`src/rtl/hdlc_tx_framer.sv`:
```
// HDLC transmit framer: wraps bytes in 01111110 flags, stuffs a zero after five data ones,
// and aborts with seven ones when the byte stream starves mid-frame.
module hdlc_tx_framer #(
  parameter int FLAG_GAP = 1
) (
  input  logic       clk,
  input  logic       reset,
  input  logic [7:0] data,
  input  logic       data_valid,
  input  logic       data_last,
  output logic       data_ready,
  output logic       tx_bit,
  output logic       tx_active,
  output logic       tx_abort
);

  localparam int FW = (FLAG_GAP > 1) ? $clog2(FLAG_GAP) : 1;
  localparam logic [7:0] FLAG = 8'h7E;

  typedef enum logic [2:0] {IDLE, OPEN, DATA, STUFF, CLOSE, ABORT} state_t;

  state_t        state, state_nx;
  logic [7:0]    hold, hold_nx, shift, shift_nx;
  logic          hold_last, hold_last_nx, hold_full, hold_full_nx;
  logic          shift_last, shift_last_nx;
  logic [2:0]    bit_idx, bit_idx_nx, ones_cnt, ones_cnt_nx;
  logic [FW-1:0] flag_cnt, flag_cnt_nx;
  logic          out_bit, out_active, out_abort, byte_done, accept;

  // Ready only between frames (once the line has gone idle) or while a non-final byte is on the wire.
  always_comb begin
    data_ready = 1'b0;
    if (reset && !hold_full) begin
      case (state)
        IDLE:        data_ready = !tx_active;
        DATA, STUFF: data_ready = !shift_last;
        default:     data_ready = 1'b0;
      endcase
    end
  end

  assign accept = data_valid && data_ready;

  always_comb begin
    state_nx      = state;
    hold_nx       = hold;
    hold_last_nx  = hold_last;
    hold_full_nx  = hold_full;
    shift_nx      = shift;
    shift_last_nx = shift_last;
    bit_idx_nx    = bit_idx;
    ones_cnt_nx   = ones_cnt;
    flag_cnt_nx   = flag_cnt;
    out_bit       = 1'b1;
    out_active    = 1'b0;
    out_abort     = 1'b0;
    byte_done     = 1'b0;

    if (accept) begin
      hold_nx      = data;
      hold_last_nx = data_last;
      hold_full_nx = 1'b1;
    end

    case (state)
      IDLE: begin
        if (accept) begin
          state_nx   = OPEN;
          bit_idx_nx = 3'd0;
        end
      end
      OPEN: begin
        out_bit    = FLAG[bit_idx];
        out_active = 1'b1;
        bit_idx_nx = bit_idx + 3'd1;
        if (bit_idx == 3'd7) begin
          shift_nx      = hold;
          shift_last_nx = hold_last;
          hold_full_nx  = 1'b0;
          ones_cnt_nx   = 3'd0;
          state_nx      = DATA;
        end
      end
      DATA: begin
        out_bit     = shift[bit_idx];
        out_active  = 1'b1;
        ones_cnt_nx = shift[bit_idx] ? ones_cnt + 3'd1 : 3'd0;
        // The stuff bit is inserted before the index advances, so it may trail bit 7.
        if (shift[bit_idx] && ones_cnt == 3'd4) state_nx = STUFF;
        else if (bit_idx == 3'd7)               byte_done = 1'b1;
        else                                    bit_idx_nx = bit_idx + 3'd1;
      end
      STUFF: begin
        out_bit     = 1'b0;
        out_active  = 1'b1;
        ones_cnt_nx = 3'd0;
        if (bit_idx == 3'd7) byte_done = 1'b1;
        else begin
          bit_idx_nx = bit_idx + 3'd1;
          state_nx   = DATA;
        end
      end
      CLOSE: begin
        out_bit    = FLAG[bit_idx];
        out_active = 1'b1;
        bit_idx_nx = bit_idx + 3'd1;
        if (bit_idx == 3'd7) begin
          if (flag_cnt == FW'(FLAG_GAP - 1)) state_nx = IDLE;
          else                               flag_cnt_nx = flag_cnt + 1'b1;
        end
      end
      ABORT: begin
        out_bit    = 1'b1;
        out_active = 1'b1;
        out_abort  = (bit_idx == 3'd0);
        if (bit_idx == 3'd6) begin
          bit_idx_nx = 3'd0;
          state_nx   = IDLE;
        end else begin
          bit_idx_nx = bit_idx + 3'd1;
        end
      end
      default: state_nx = IDLE;
    endcase

    // A byte accepted on the very edge that ends the current byte goes straight into shift.
    if (byte_done) begin
      bit_idx_nx = 3'd0;
      if (shift_last) begin
        state_nx    = CLOSE;
        flag_cnt_nx = '0;
      end else if (hold_full) begin
        shift_nx      = hold;
        shift_last_nx = hold_last;
        hold_full_nx  = 1'b0;
        state_nx      = DATA;
      end else if (accept) begin
        shift_nx      = data;
        shift_last_nx = data_last;
        hold_full_nx  = 1'b0;
        state_nx      = DATA;
      end else begin
        state_nx = ABORT;
      end
    end
  end

  always_ff @(posedge clk) begin
    if (!reset) begin
      state      <= IDLE;
      hold       <= '0;
      hold_last  <= 1'b0;
      hold_full  <= 1'b0;
      shift      <= '0;
      shift_last <= 1'b0;
      bit_idx    <= '0;
      ones_cnt   <= '0;
      flag_cnt   <= '0;
      tx_bit     <= 1'b1;
      tx_active  <= 1'b0;
      tx_abort   <= 1'b0;
    end else begin
      state      <= state_nx;
      hold       <= hold_nx;
      hold_last  <= hold_last_nx;
      hold_full  <= hold_full_nx;
      shift      <= shift_nx;
      shift_last <= shift_last_nx;
      bit_idx    <= bit_idx_nx;
      ones_cnt   <= ones_cnt_nx;
      flag_cnt   <= flag_cnt_nx;
      tx_bit     <= out_bit;
      tx_active  <= out_active;
      tx_abort   <= out_abort;
    end
  end

endmodule
```
`config.mk`:
```
export PLATFORM = sky130hd
export DESIGN_NAME = hdlc_tx_framer
export DESIGN_NICKNAME = d
export VERILOG_FILES = /design/src/rtl/hdlc_tx_framer.sv
export SDC_FILE = /design/constraint.sdc
export NUM_CORES = 1
export LEC_CHECK = 0
export ABC_AREA = 1
export CAP_MARGIN = 5
export CORE_ASPECT_RATIO = 0.8
export CORE_UTILIZATION = 30
export DETAILED_ROUTE_END_ITERATION = 6
export PLACE_DENSITY = 0.53
export SLEW_MARGIN = 15
export SYNTH_ARGS = -nofsm -noshare
export SYNTH_HDL_FRONTEND = slang
export SYNTH_SLANG_ARGS = --single-unit
```
`constraint.sdc`:
```
create_clock -name clk -period 2.1 [get_ports clk]
set_clock_uncertainty 0.05 [all_clocks]
set_input_delay 0.42 -clock clk [delete_from_list [all_inputs] [get_ports clk]]
set_output_delay 0.42 -clock clk [all_outputs]
set_load 0.02 [all_outputs]
```
==> flow_metrics.env <==
export IMPL_yosys_cell_types_count=33
export IMPL_synth_area_mm2=0.00200
export IMPL_area_delta_synth_final_pct=21.3
export IMPL_port_buffers=15
export IMPL_worstMarginPinSlew_ps=409
export IMPL_hpwlAfterDp_mm=3.82
export IMPL_postRouteAntennaNets=0
export IMPL_ys_seq_area_share_pct=33.0
export IMPL_powerDensity_mw_per_mm2=1070
export IMPL_dp_cells=411
export IMPL_busiest_layer="met2"
export IMPL_fillers=685
export IMPL_hp_class="reg -> reg"
export IMPL_yosys_area_top_type="dfxtp_1"
export IMPL_p_leak_nw=1.06
export IMPL_run_status="finished clean"
export IMPL_die_width_um=93.4
export IMPL_worstPathArrival_ps=1480
export IMPL_cts_buffers_inserted=5
export IMPL_hold_viol_final=0
export IMPL_clock_sinks=33
export IMPL_cts_tree="yes"
export IMPL_ctsHoldBuffers=0
export IMPL_gr_usage_met2_pct=24.4
export IMPL_avgSynthCellArea_um2=6.63
export IMPL_worstSetupEndpointType="output pin"
export IMPL_die_area_mm2=0.00701
export IMPL_antenna_cells=0
export IMPL_synth_seq_cells=33
export IMPL_grt_overflow=0
export IMPL_antenna_found_initial=0
export IMPL_cts_root_buf="clkbuf_8"
export IMPL_vdd_drop_max_v=0.000352
export IMPL_crit_slowest_cell="dfxtp_1"
export IMPL_slew_headroom_pct=72.5
export IMPL_drv_cap=0
export IMPL_path_clk_slew_ps=70
export IMPL_drive_above_1_share_pct=12.8
export IMPL_fin_crit_sh_pct=92.7
export IMPL_initial_utilization_pct=31.3
export IMPL_num_vias=1915
export IMPL_fin_crit_ps=1950
export IMPL_final_nets=355
export IMPL_via_per_inst=4.57
export IMPL_met1_usage_pct=21.9
export IMPL_final_cells=419
export IMPL_crit_type="reg -> out"
export IMPL_preCtsSetupSlack_ps=-169
export IMPL_grt_pass1_wl_mm=8.43
export IMPL_dr_pass1_iters=4
export IMPL_post_cts_buffers=0
export IMPL_crit_required_ps=1630
export IMPL_htreeDepth=2
export IMPL_globalplace_congestion=0.817
export IMPL_rows=26
export IMPL_synthCells=302
export IMPL_crit_family="simple AND/OR/NAND/NOR gates"
export IMPL_grt_start_max_net_pins=25
export IMPL_wire_per_inst_um=11.8
export IMPL_drc_errors=0
export IMPL_drt_iter0_markers=75
export IMPL_grt_use_met3_pct=3.23
export IMPL_synth_nets=323
export IMPL_die_h_um=75.1
export IMPL_max_freq_ghz=0.513
export IMPL_drv_slew=0
export IMPL_worst_slack_ps=152
export IMPL_synth_top_area_share_pct=33.0
export IMPL_crit_chain="nor2_1 -> nand2_1 -> o21ai_2 -> nand2_1 -> nor2_4 -> clkbuf_2"
export IMPL_cp_max_fo=3
export IMPL_setup_viol=0
export IMPL_synthTopCellsByArea="dfxtp_1 33%, nand2_1 18%, nand3_1 7.2%, inv_1 6.7%, ha_1 5.6%"
export IMPL_core_area_mm2=0.00641
export IMPL_path_buf_inv=1
export IMPL_grtUsageTotal_pct=15.8
export IMPL_finalCoreUtilization_pct=37.9
export IMPL_slowest_delay_ps=350
export IMPL_routed_wl_mm=4.95
export IMPL_grt_pass1_vias=1794
export IMPL_cts_path_max_buffers=2
export IMPL_io_pins=16
export IMPL_clk_latency_ps=290
export IMPL_crit_path_frequent_cell="nand2_1"
export IMPL_ys_warnings_count=0
export IMPL_finalPower_mw=2.60
export IMPL_rsz0062_at_grt="false"
export IMPL_worstSetupStartpointType="flop"
## worst paths after layout
path / start / slack [ps] / endpoint / depth (start not counted)
max reg2reg: state[1]$_SDFFE_PN0P_ / 280 / flop / 10
max: state[1]$_SDFFE_PN0P_ / 150 / data_ready / 6
min reg2reg: hold[5]$_SDFFE_PN0P_ / 430 / hold[5]$_SDFFE_PN0P_ / 2
min: hold[5]$_SDFFE_PN0P_ / 430 / hold[5]$_SDFFE_PN0P_ / 2
## placed cells by master, fill, tap and decap left out
cell type	n
a21oi_1	22
a21oi_2	1
a21oi_4	1
a221oi_1	2
a31oi_1	1
buf_4	18
clkbuf_1	2
clkbuf_2	1
clkbuf_8	5
clkdlybuf4s50_1	14
clkinvlp_4	1
dfxtp_1	33
ha_1	9
inv_1	36
inv_2	1
inv_4	1
inv_6	1
nand2_1	98
nand2_2	3
nand2_4	3
nand3_1	29
nand3_2	1
nand3b_1	3
nand4_1	3
nor2_1	15
nor2_2	2
nor2_4	2
nor2_8	1
nor3_1	3
o2111ai_1	1
o211a_1	1
o21ai_0	18
o21ai_1	1
o21ai_2	1
xnor2_1	1
## state kept, by name, summed over array words and instances, names as in the netlist, named ones only
name        cells
hold            8
shift           8
bit_idx         3
ones_cnt        3
state           3
flag_cnt        1
hold_full       1
hold_last       1
shift_last      1
tx_abort        1
tx_active       1
tx_bit          1
## final cells by class
class,count,area (µm²),area share (%)
Clock buffer,7,76.3,3.14
Clock inverter,1,7.51,0.309
Inverter,39,154,6.33
Multi-Input combinational cell,222,1150,47.2
Sequential cell,33,661,27.2
Tap cell,84,105,4.33
Timing Repair Buffer,33,280,11.5
## report_power, final
group / switching [mW] / internal [mW]
Sequential: 0.0733 / 0.725
Clock: 0.244 / 0.235
Combinational: 0.816 / 0.511
Total: 1.13 / 1.47
## per-layer routing
metal	routed length (µm)	part of all wire (%)
met1	2720	55
met2	2010	41
met3	140	2.8
met4	72	1.5
met5	0	0
## kinds of logic after synthesis
| kind of cell | count (synthesis) | synth area share (%) |
|---|---|---|
| xor gates and xnor gates | 1 | 0.437 |
| buffers and inverters | 47 | 9.81 |
| and+or+nand+nor | 163 | 37.1 |
| DFF | 33 | 33.0 |
| adders and majority gates | 9 | 5.62 |
| AOI/OAI and AO/OA | 49 | 14.1 |
## synthesized netlist by cell type (all sizes together)
cell type and instances:
inv 39, a21oi 24, nand2 104, o21ai 20, nor3 3, nor2 20, o211a 1, xnor2 1
o2111ai 1, buf 4, dfxtp 33, a221oi 2, nand3 30, a31oi 1, nand4 3, clkbuf 4
nand3b 3, ha 9
## worst min-delay path: stages, from the launching register on
cell and delay [ps]:
dfxtp_1 320, nand2_1 60, a21oi_1 50
## repair_timing
item	CTS	global route
setup endpoints to repair	1	1
gates resized for setup	2	1
pin swaps	0	0
endpoints found under the hold margin	0	0
## stage by stage
| stage | hold slack, ps | area, µm² | setup TNS (ps) |
|---|---|---|---|
| final | 434 | 2430 | 0 |
| after global placement | 420 | 2350 | -580 |
| after floorplan | 391 | 2000 | 0 |
| after detailed placement | 423 | 2350 | -690 |
| after CTS | 434 | 2430 | 0 |
| after global routing | 450 | 2430 | 0 |
(Power assumes the default switching activity.)
